<file path="src/rtl/hazard_ctrl_md_pkg.sv">
// Shared definitions for the MIPS hazard unit: forwarding-select encodings
// and the default multiply/divide busy latencies.
package hazard_ctrl_md_pkg;

  typedef enum logic [1:0] {
    FW_GRF = 2'd0,
    FW_W   = 2'd1,
    FW_M   = 2'd2,
    FW_E   = 2'd3
  } fw_sel_e;

  localparam int MULT_LAT_DEF = 5;
  localparam int DIV_LAT_DEF  = 10;

  function automatic int max_lat(input int a, input int b);
    return (a > b) ? a : b;
  endfunction

endpackage

</file>
<file path="src/rtl/hazard_ctrl_md_if.sv">
// Decoder-to-hazard-unit bundle: per-stage register addresses and timing in,
// stall/forwarding controls and MD status out.
interface hazard_ctrl_md_if #(
  parameter int REG_W  = 5,
  parameter int T_W    = 2,
  parameter int PERF_W = 32
);
  logic [REG_W-1:0]  D_A1;
  logic [REG_W-1:0]  D_A2;
  logic [T_W-1:0]    D_rs_Tuse;
  logic [T_W-1:0]    D_rt_Tuse;
  logic              D_md_use;
  logic [REG_W-1:0]  E_A1;
  logic [REG_W-1:0]  E_A2;
  logic [REG_W-1:0]  E_A3;
  logic [T_W-1:0]    E_Tnew;
  logic              E_md_start;
  logic              E_md_div;
  logic [REG_W-1:0]  M_A2;
  logic [REG_W-1:0]  M_A3;
  logic [T_W-1:0]    M_Tnew;
  logic [REG_W-1:0]  W_A3;

  logic              Stall;
  logic              E_flush;
  logic [1:0]        FW_D_rs;
  logic [1:0]        FW_D_rt;
  logic [1:0]        FW_E_rs;
  logic [1:0]        FW_E_rt;
  logic              FW_M_rt;
  logic              md_busy;
  logic [PERF_W-1:0] stall_cnt;

  modport master (
    output D_A1, D_A2, D_rs_Tuse, D_rt_Tuse, D_md_use,
           E_A1, E_A2, E_A3, E_Tnew, E_md_start, E_md_div,
           M_A2, M_A3, M_Tnew, W_A3,
    input  Stall, E_flush, FW_D_rs, FW_D_rt, FW_E_rs, FW_E_rt, FW_M_rt,
           md_busy, stall_cnt
  );

  modport slave (
    input  D_A1, D_A2, D_rs_Tuse, D_rt_Tuse, D_md_use,
           E_A1, E_A2, E_A3, E_Tnew, E_md_start, E_md_div,
           M_A2, M_A3, M_Tnew, W_A3,
    output Stall, E_flush, FW_D_rs, FW_D_rt, FW_E_rs, FW_E_rt, FW_M_rt,
           md_busy, stall_cnt
  );

endinterface

</file>
<file path="src/rtl/hazard_ctrl_md_md_busy_counter.sv">
// Multiply/divide occupancy tracker: loads the op latency when an MD op
// leaves E and counts down to idle.
module md_busy_counter
  import hazard_ctrl_md_pkg::*;
#(
  parameter int CNT_W    = 4,
  parameter int MULT_LAT = MULT_LAT_DEF,
  parameter int DIV_LAT  = DIV_LAT_DEF
) (
  input  logic clk,
  input  logic reset,
  input  logic start,
  input  logic is_div,
  output logic busy
);

  localparam logic [CNT_W-1:0] MULT_V = CNT_W'(MULT_LAT);
  localparam logic [CNT_W-1:0] DIV_V  = CNT_W'(DIV_LAT);

  if ((2 ** CNT_W) - 1 < max_lat(MULT_LAT, DIV_LAT)) begin : g_cnt_w_too_small
    $error("md_busy_counter: CNT_W too narrow for the configured latencies");
  end

  logic [CNT_W-1:0] cnt_q, cnt_d;

  // A new start always reloads, even if a previous op is still counting.
  always_comb begin
    cnt_d = cnt_q;
    if (start) begin
      cnt_d = is_div ? DIV_V : MULT_V;
    end else if (cnt_q != '0) begin
      cnt_d = cnt_q - 1'b1;
    end
  end

  always_ff @(posedge clk) begin
    if (!reset) begin
      cnt_q <= '0;
    end else begin
      cnt_q <= cnt_d;
    end
  end

  assign busy = start | (cnt_q != '0);

endmodule

</file>
<file path="src/rtl/hazard_ctrl_md.sv">
// Pipeline hazard unit for the 5-stage MIPS core: Tuse/Tnew stall, forwarding
// selects, MD busy stall and a saturating stall-cycle counter.
module hazard_ctrl_md
  import hazard_ctrl_md_pkg::*;
#(
  parameter int REG_W    = 5,
  parameter int T_W      = 2,
  parameter int MULT_LAT = MULT_LAT_DEF,
  parameter int DIV_LAT  = DIV_LAT_DEF,
  parameter int CNT_W    = 4,
  parameter int PERF_W   = 32
) (
  input  logic           clk,
  input  logic           reset,
  hazard_ctrl_md_if.slave hz
);

  logic [REG_W-1:0] d_a1, d_a2, e_a1, e_a2, e_a3, m_a2, m_a3, w_a3;
  logic [T_W-1:0]   d_rs_tuse, d_rt_tuse, e_tnew, m_tnew;

  assign d_a1      = hz.D_A1;
  assign d_a2      = hz.D_A2;
  assign e_a1      = hz.E_A1;
  assign e_a2      = hz.E_A2;
  assign e_a3      = hz.E_A3;
  assign m_a2      = hz.M_A2;
  assign m_a3      = hz.M_A3;
  assign w_a3      = hz.W_A3;
  assign d_rs_tuse = hz.D_rs_Tuse;
  assign d_rt_tuse = hz.D_rt_Tuse;
  assign e_tnew    = hz.E_Tnew;
  assign m_tnew    = hz.M_Tnew;

  // $0 is hard-wired, so it never creates a dependency.
  function automatic logic hit(input logic [REG_W-1:0] a3,
                               input logic [REG_W-1:0] addr);
    return (a3 == addr) && (addr != '0);
  endfunction

  function automatic fw_sel_e fw_d_sel(input logic [REG_W-1:0] addr);
    fw_sel_e sel;
    sel = FW_GRF;
    if (hit(e_a3, addr) && (e_tnew == '0)) begin
      sel = FW_E;
    end else if (hit(m_a3, addr) && (m_tnew == '0)) begin
      sel = FW_M;
    end else if (hit(w_a3, addr)) begin
      sel = FW_W;
    end
    return sel;
  endfunction

  function automatic fw_sel_e fw_e_sel(input logic [REG_W-1:0] addr);
    fw_sel_e sel;
    sel = FW_GRF;
    if (hit(m_a3, addr) && (m_tnew == '0)) begin
      sel = FW_M;
    end else if (hit(w_a3, addr)) begin
      sel = FW_W;
    end
    return sel;
  endfunction

  logic    reg_stall, md_stall, stall, md_busy_raw;
  fw_sel_e fw_d_rs, fw_d_rt, fw_e_rs, fw_e_rt;
  logic    fw_m_rt;

  always_comb begin
    reg_stall = (hit(e_a3, d_a1) && (e_tnew > d_rs_tuse)) ||
                (hit(m_a3, d_a1) && (m_tnew > d_rs_tuse)) ||
                (hit(e_a3, d_a2) && (e_tnew > d_rt_tuse)) ||
                (hit(m_a3, d_a2) && (m_tnew > d_rt_tuse));
    fw_d_rs   = fw_d_sel(d_a1);
    fw_d_rt   = fw_d_sel(d_a2);
    fw_e_rs   = fw_e_sel(e_a1);
    fw_e_rt   = fw_e_sel(e_a2);
    fw_m_rt   = hit(w_a3, m_a2);
  end

  md_busy_counter #(
    .CNT_W   (CNT_W),
    .MULT_LAT(MULT_LAT),
    .DIV_LAT (DIV_LAT)
  ) u_md_busy (
    .clk   (clk),
    .reset (reset),
    .start (hz.E_md_start),
    .is_div(hz.E_md_div),
    .busy  (md_busy_raw)
  );

  assign md_stall = hz.D_md_use & md_busy_raw;
  assign stall    = reset & (reg_stall | md_stall);

  // All controls read as idle while reset is held low.
  assign hz.Stall   = stall;
  assign hz.E_flush = stall;
  assign hz.md_busy = reset & md_busy_raw;
  assign hz.FW_D_rs = reset ? fw_d_rs : FW_GRF;
  assign hz.FW_D_rt = reset ? fw_d_rt : FW_GRF;
  assign hz.FW_E_rs = reset ? fw_e_rs : FW_GRF;
  assign hz.FW_E_rt = reset ? fw_e_rt : FW_GRF;
  assign hz.FW_M_rt = reset & fw_m_rt;

  logic [PERF_W-1:0] stall_cnt_q, stall_cnt_d;

  always_comb begin
    stall_cnt_d = stall_cnt_q;
    if (stall && !(&stall_cnt_q)) begin
      stall_cnt_d = stall_cnt_q + 1'b1;
    end
  end

  always_ff @(posedge clk) begin
    if (!reset) begin
      stall_cnt_q <= '0;
    end else begin
      stall_cnt_q <= stall_cnt_d;
    end
  end

  assign hz.stall_cnt = stall_cnt_q;

endmodule

</file>
<file path="src/flat_wrapper.sv">
// flat-port wrapper written by rule: the top's interface ports become plain ports
module hazard_ctrl_md_flat import hazard_ctrl_md_pkg::*;
#(
  parameter int REG_W    = 5,
  parameter int T_W      = 2,
  parameter int MULT_LAT = MULT_LAT_DEF,
  parameter int DIV_LAT  = DIV_LAT_DEF,
  parameter int CNT_W    = 4,
  parameter int PERF_W   = 32
)
  (clk, reset, hz_D_A1, hz_D_A2, hz_D_rs_Tuse, hz_D_rt_Tuse, hz_D_md_use, hz_E_A1, hz_E_A2, hz_E_A3, hz_E_Tnew, hz_E_md_start, hz_E_md_div, hz_M_A2, hz_M_A3, hz_M_Tnew, hz_W_A3, hz_Stall, hz_E_flush, hz_FW_D_rs, hz_FW_D_rt, hz_FW_E_rs, hz_FW_E_rt, hz_FW_M_rt, hz_md_busy, hz_stall_cnt);
  hazard_ctrl_md_if #(.REG_W(REG_W), .T_W(T_W), .PERF_W(PERF_W)) hz_i ();
  input  logic clk;
  input  logic reset;
  input wire logic [$bits(hz_i.D_A1)-1:0] hz_D_A1;
  input wire logic [$bits(hz_i.D_A2)-1:0] hz_D_A2;
  input wire logic [$bits(hz_i.D_rs_Tuse)-1:0] hz_D_rs_Tuse;
  input wire logic [$bits(hz_i.D_rt_Tuse)-1:0] hz_D_rt_Tuse;
  input wire logic [$bits(hz_i.D_md_use)-1:0] hz_D_md_use;
  input wire logic [$bits(hz_i.E_A1)-1:0] hz_E_A1;
  input wire logic [$bits(hz_i.E_A2)-1:0] hz_E_A2;
  input wire logic [$bits(hz_i.E_A3)-1:0] hz_E_A3;
  input wire logic [$bits(hz_i.E_Tnew)-1:0] hz_E_Tnew;
  input wire logic [$bits(hz_i.E_md_start)-1:0] hz_E_md_start;
  input wire logic [$bits(hz_i.E_md_div)-1:0] hz_E_md_div;
  input wire logic [$bits(hz_i.M_A2)-1:0] hz_M_A2;
  input wire logic [$bits(hz_i.M_A3)-1:0] hz_M_A3;
  input wire logic [$bits(hz_i.M_Tnew)-1:0] hz_M_Tnew;
  input wire logic [$bits(hz_i.W_A3)-1:0] hz_W_A3;
  output wire logic [$bits(hz_i.Stall)-1:0] hz_Stall;
  output wire logic [$bits(hz_i.E_flush)-1:0] hz_E_flush;
  output wire logic [$bits(hz_i.FW_D_rs)-1:0] hz_FW_D_rs;
  output wire logic [$bits(hz_i.FW_D_rt)-1:0] hz_FW_D_rt;
  output wire logic [$bits(hz_i.FW_E_rs)-1:0] hz_FW_E_rs;
  output wire logic [$bits(hz_i.FW_E_rt)-1:0] hz_FW_E_rt;
  output wire logic [$bits(hz_i.FW_M_rt)-1:0] hz_FW_M_rt;
  output wire logic [$bits(hz_i.md_busy)-1:0] hz_md_busy;
  output wire logic [$bits(hz_i.stall_cnt)-1:0] hz_stall_cnt;
  assign hz_i.D_A1 = hz_D_A1;
  assign hz_i.D_A2 = hz_D_A2;
  assign hz_i.D_rs_Tuse = hz_D_rs_Tuse;
  assign hz_i.D_rt_Tuse = hz_D_rt_Tuse;
  assign hz_i.D_md_use = hz_D_md_use;
  assign hz_i.E_A1 = hz_E_A1;
  assign hz_i.E_A2 = hz_E_A2;
  assign hz_i.E_A3 = hz_E_A3;
  assign hz_i.E_Tnew = hz_E_Tnew;
  assign hz_i.E_md_start = hz_E_md_start;
  assign hz_i.E_md_div = hz_E_md_div;
  assign hz_i.M_A2 = hz_M_A2;
  assign hz_i.M_A3 = hz_M_A3;
  assign hz_i.M_Tnew = hz_M_Tnew;
  assign hz_i.W_A3 = hz_W_A3;
  assign hz_Stall = hz_i.Stall;
  assign hz_E_flush = hz_i.E_flush;
  assign hz_FW_D_rs = hz_i.FW_D_rs;
  assign hz_FW_D_rt = hz_i.FW_D_rt;
  assign hz_FW_E_rs = hz_i.FW_E_rs;
  assign hz_FW_E_rt = hz_i.FW_E_rt;
  assign hz_FW_M_rt = hz_i.FW_M_rt;
  assign hz_md_busy = hz_i.md_busy;
  assign hz_stall_cnt = hz_i.stall_cnt;
  hazard_ctrl_md #(.REG_W(REG_W), .T_W(T_W), .MULT_LAT(MULT_LAT), .DIV_LAT(DIV_LAT), .CNT_W(CNT_W), .PERF_W(PERF_W)) u_core (.clk(clk), .reset(reset), .hz(hz_i));
endmodule
</file>
<file path="config.mk">
export PLATFORM = sky130hd
export DESIGN_NAME = hazard_ctrl_md_flat
export DESIGN_NICKNAME = d
export VERILOG_FILES = /design/src/rtl/hazard_ctrl_md_pkg.sv /design/src/rtl/hazard_ctrl_md_if.sv /design/src/rtl/hazard_ctrl_md_md_busy_counter.sv /design/src/rtl/hazard_ctrl_md.sv /design/src/flat_wrapper.sv
export SDC_FILE = /design/constraint.sdc
export NUM_CORES = 1
export LEC_CHECK = 0
export BUFFER_PORTS_ARGS = -buffer_cell sky130_fd_sc_hd__buf_2
export CAP_MARGIN = 20
export CORE_MARGIN = 2
export CORE_UTILIZATION = 41
export DETAILED_ROUTE_END_ITERATION = 8
export PLACE_DENSITY = 0.73
export SETUP_SLACK_MARGIN = 0.3
export SYNTH_ARGS = -nofsm -noshare
export SYNTH_HDL_FRONTEND = slang
export SYNTH_SLANG_ARGS = --single-unit
</file>
<file path="constraint.sdc">
create_clock -name clk -period 2.9 [get_ports clk]
set_input_delay 0.145 -clock clk [delete_from_list [all_inputs] [get_ports clk]]
set_output_delay 0.145 -clock clk [all_outputs]
set_load 0.03 [all_outputs]
</file>
**Yosys cells after proc, flatten, opt, wreduce, memory -nomap -nowiden**

Cells that the tools add are included.

- Flip-flop bits (word level): 36
- Input port bits: 53
- Output and inout bits: 44
- Word-level logic and storage cells: 78

- $add $sub $neg: 2
- Order comparisons: 4
- Equal/unequal tests: 11
- Muxes and demuxes: 17
- Bitwise logic cells: 6
- Reduce and logical (&&, ||, !) cells: 36

Operators by type and width:

| operator | number |
|---|---|
| $eq 5x5->1 | 11 |
| $add 32x1->32 const B | 1 |
| $reduce_and 32->1 | 1 |
| $reduce_bool 5->1 | 5 |
| $logic_and 1x1->1 | 22 |
| $mux 2 | 10 |
| $mux 4 | 3 |
| $gt 2x2->1 | 4 |
| $and 1x1->1 | 4 |
| $logic_not 2->1 | 2 |
| $mux 1 | 4 |
| $reduce_bool 4->1 | 1 |
| $sub 4x1->4 const B | 1 |
| $logic_or 1x1->1 | 3 |
| $or 1x1->1 | 2 |
| $reduce_bool 2->1 | 1 |
| $logic_not 1->1 | 1 |

**Logic depth before layout (Yosys ltp)**

- Depth in word-level cells: 9
- Mapped depth: 10
- Gate-level depth less buffers: 8

**Modules after synthesis**

A second synthesis with hierarchy kept.

- Cell total of the unflattened synthesis: 380
- Area total of the unflattened synthesis: 3030.4 um2

Modules (own cells, without submodules):

| module | instances | cells an instance | area an instance (um2) | sequential area each (um2) |
|---|---|---|---|---|
| hazard_ctrl_md | 1 | 355 | 2783.9 | 640.6 |
| md_busy_counter | 1 | 25 | 246.5 | 80.1 |

**Least setup slack after synthesis**

OpenSTA, ideal clock, no wires.

- Kind: reg-to-output
- Start: register u_core.u_md_busy.cnt_q[0]
- End: output port hz_Stall
- Arrival time: 2.426 ns
- Required time: 2.755 ns
- Path slack: 0.329 ns
- Stages on the path, launching flop included: 11
- Buffers on the path: 3
- Cell sequence: dfxtp_1 inv_1 ha_1 or3b_4 o21ai_0 o41ai_4 nor4_2 buf_4 buf_6 nor2_1 buf_4

- Cells in the longest elaborated chain, start to end: 5

RTL lines:

| what | RTL line | RTL |
|---|---|---|
| start: declaration | hazard_ctrl_md_md_busy_counter.sv:24 | `logic [CNT_W-1:0] cnt_q, cnt_d;` |
| start signal: assignment | hazard_ctrl_md_md_busy_counter.sv:40 | `cnt_q <= cnt_d;` |
| $reduce_bool 4->1 | hazard_ctrl_md_md_busy_counter.sv:44 | `assign busy = start \| (cnt_q != '0);` |
| $or 1x1->1 | hazard_ctrl_md_md_busy_counter.sv:44 |  |
| $and 1x1->1 | hazard_ctrl_md.sv:92 | `assign md_stall = hz.D_md_use & md_busy_raw;` |
| $or 1x1->1 | hazard_ctrl_md.sv:93 | `assign stall = reset & (reg_stall \| md_stall);` |
| $and 1x1->1 | hazard_ctrl_md.sv:93 |  |
| end: declaration | flat_wrapper.sv:30 | `output wire logic [$bits(hz_i.Stall)-1:0] hz_Stall;` |

No other way between the ends.

**Worst setup path after layout**

- Start: register u_core.u_md_busy.cnt_q[0]
- End: output port hz_E_flush

- Cells in the longest elaborated chain, start to end: 5

RTL lines:

| what | RTL line | RTL |
|---|---|---|
| $reduce_bool 4->1 | hazard_ctrl_md_md_busy_counter.sv:44 |  |
| $or 1x1->1 | hazard_ctrl_md_md_busy_counter.sv:44 |  |
| $and 1x1->1 | hazard_ctrl_md.sv:92 |  |
| $or 1x1->1 | hazard_ctrl_md.sv:93 |  |
| $and 1x1->1 | hazard_ctrl_md.sv:93 |  |
| end: declaration | flat_wrapper.sv:31 | `output wire logic [$bits(hz_i.E_flush)-1:0] hz_E_flush;` |

No other way between the ends.

==> metrics.txt <==
Lkg Pwr=roughly 0.0015 uW; Peak Freq=408 MHz; CP Class=flop to primary output; Final #Nets=between 500 and 600; top cell type's share of synthesized area=23.5%; final period utilization=a little over four fifths; Avg WL per Cell=roughly 14 um; setup violators final=0; register area share after synthesis=around a quarter; largest net degree at the start of global routing=29; Data arrival, critical path=about 2.3 ns; R2R Path Start=u_core.hz.stall_cnt[3]$_SDFFE_PN0P_; Die Wd=between 90 and 100 um; main combinational cell family by area after synthesis=simple AND/OR/NAND/NOR gates; finished layout cell area=3750 um^2; R2R depth=7; Synth top cells by count=dfxtp_1, nand2_1, xnor2_1; Avg Synthesized Cell Area=~8 um^2; sequential cell area=721 um^2; Synth Area in Compound Gates=between 10% and 20%; flop-to-flop setup slack=around 0.53 ns; Hold Crit Class=input port to flop; Hold Path Stages=2; ant diodes=0; clk_skew=about 0.005 ns; initial antenna violation count=0; WHS Endpoint=u_core.u_md_busy.cnt_q[2]$_SDFFE_PN0N_; Fin Setup TNS=0 ns; Worst slew margin=roughly 60%; status=finished clean; cell count after synthesis=376; # DRC=0; die height=slightly above 90 um; Post-synth EDFFs=0; Final Hold Viols=0; CTS Buffer Depth=2; Initial DRC Count=between 150 and 200; RSZ-0062 raised after global routing=false; Startpoint Class=flop; DP HPWL=between 6 and 7 mm; I/O Buffers=96; Synth Warn #=0; I/O pins=97; area of the multi-input gates=~2200 um^2; layout cells sized above 1=31.1%; max-slew violation count=0; Vias=between 3000 and 4000; area of the mapped netlist=between 3000 and 4000 um^2; clock sink count=36; quantity of hold-fixing buffers added after cts=0; CP peak stage delay=0.41 ns; peak supply drop=~0.00027 V; synthesized flop and latch total=36; crit-path cells=inv_1 > ha_1 > or3b_4 > o21ai_2 > o41ai_4 > nor4_4 > buf_6 > nor2_1 > buf_2; vias per cell=5.51; Core ar.=just over 7000 um^2; Starting Density=a little over two fifths; most numerous cell in the Yosys netlist=dfxtp_1; # fillers=~700; global-route wire length before repair=between 10 and 15 mm; Clock Latency Late Sink=just under 0.3 ns; Final Wtd Congestion=just under 0.9; Worst path slowest cell=or3b_4; DRT Wirelength=8.23 mm; area grow syn2layout=22.1%; number of global-route vias before repair=between 2000 and 3000; max-cap violations=0; adder-cell share of the synthesized area=4.48%; worst slew pin tran=0.574 ns; Worst Hold Slack=0.0650 ns; Reg clk slew, reported paths=0.07 ns; Buf+Inv Stages, Crit Path=3; post-synthesis mux area share=under 10%; HP Start=hz_E_md_div; post-synth cell types=between 50 and 60; CP max FO=11; FP Rows=31; Yosys top cell by area=dfxtp_1; Post-DP Area=~3600 um^2; GRT Resource Usage Total=between 10% and 20%; Post-DRT Antenna Nets=0; ys async rst share=0%; H-tree depth=2; post-synthesis xor/xnor area fraction=between 10% and 20%; ranking of synthesized cells by area=dfxtp_1, xnor2_1, xor2_1, ha_1, nand2_1; CP endpoint kind=primary output; ys flop type=dfxtp_1; Post-Syn Nets=between 400 and 500; Root Buffer=clkbuf_8; power per cell area=approximately 330 nW/um^2; CTS tree=done; Req. time, crit path=2.76 ns; drt first pass iters=4; min cycle time layout=2.45 ns; global route overflow=0; Die Footprint=between 8000 and 9000 um^2; Simple-Gate Fraction of Synth Area=30.1%; R2R Path End=u_core.hz.stall_cnt[24]$_SDFFE_PN0P_; Inserted Clock Buffers=5; critical path's top delay family=simple AND/OR/NAND/NOR gates
==> metrics by stage <==
stage                     utilization (%)  std cells  setup WS, ns  power [uW]
after global placement               49.7        554         0.481         835
after floorplan                         -        376         0.329         748
after CTS                            51.1        563         0.330        1220
after global routing                 51.8        569         0.316        1300
final                                51.8        569         0.449        1230
after detailed placement             49.7        554         0.430         843
==> how the worst max path moves through the flow <==
stage                                                start                              endpoint  slack, ns  cells past startpoint
finish              u_core.u_md_busy.cnt_q[0]$_SDFFE_PN0N_                            hz_E_flush       0.45                      9
global route        u_core.u_md_busy.cnt_q[0]$_SDFFE_PN0N_                            hz_E_flush       0.32                      9
CTS                 u_core.u_md_busy.cnt_q[0]$_SDFFE_PN0N_                              hz_Stall       0.33                      9
detailed placement  u_core.u_md_busy.cnt_q[0]$_SDFFE_PN0N_  u_core.hz.stall_cnt[24]$_SDFFE_PN0P_       0.43                      9
global placement    u_core.u_md_busy.cnt_q[0]$_SDFFE_PN0N_  u_core.hz.stall_cnt[22]$_SDFFE_PN0P_       0.48                      9
floorplan           u_core.u_md_busy.cnt_q[0]$_SDFFE_PN0N_                              hz_Stall       0.33                     10
==> final cells by class <==
class                   count  share of cell area [%]
inverters                  12                    1.20
clock inverters             2                   0.267
well taps                  99                    3.30
clock buffers               6                    2.20
repair buffers            111                    15.8
flip-flops and latches     36                    19.2
multi-input cells         303                    58.0
==> power by group <==
group | internal, uW | switching (uW) | leakage, uW | total (uW)
sequential | 505 | 10.4 | 0.000291 | 516
clock | 190 | 182 | 0.0000510 | 372
combinational | 154 | 189 | 0.00118 | 343
==> kinds of logic (layout without fill, tap and decap cells) <==
group | Yosys count | count (layout)
multiplexers | 6 | 6
buffers and inverters | 37 | 131
adder cells (fa/ha/maj) | 11 | 11
XOR/XNOR | 57 | 57
AND/OR/NAND/NOR | 158 | 158
AO/OA/AOI/OAI | 71 | 71
flip-flops | 36 | 36
==> sequential cells by signal (all words and copies together) (netlist names) <==
register,cells
u_core.u_md_busy.cnt_q,4
u_core.hz.stall_cnt,32
==> layer usage <==
layer,routed length [um],global-route usage (%),up-vias
met5,0,0,-
met4,124,6.67,0
met3,526,3.67,11
met2,3970,33.7,106
met1,3610,24.3,1445
li1,-,-,1575
==> layout by cell type (no fill, tap or decap), types with 6 or more instances in the layout <==
cell / count
dfxtp_1: 36
clkbuf_8: 6
o31ai_1: 14
nor2_1: 19
xnor2_1: 31
nand3_1: 8
nor4_1: 12
a21oi_2: 9
or3_1: 6
nor3_1: 10
buf_2: 97
and3_1: 7
ha_1: 11
nand2b_1: 9
a21oi_1: 16
buf_4: 13
nand2_1: 31
inv_1: 11
or4_1: 15
nand4_1: 15
mux2i_1: 6
xor2_1: 26
==> what timing repair did <==
item,in CTS,in global routing
gates resized for setup,2,1
setup endpoints to repair,2,2
cloned,1,0
setup buffers,0,6
pin swaps,1,1
Power figures use the tool's default switching activity.
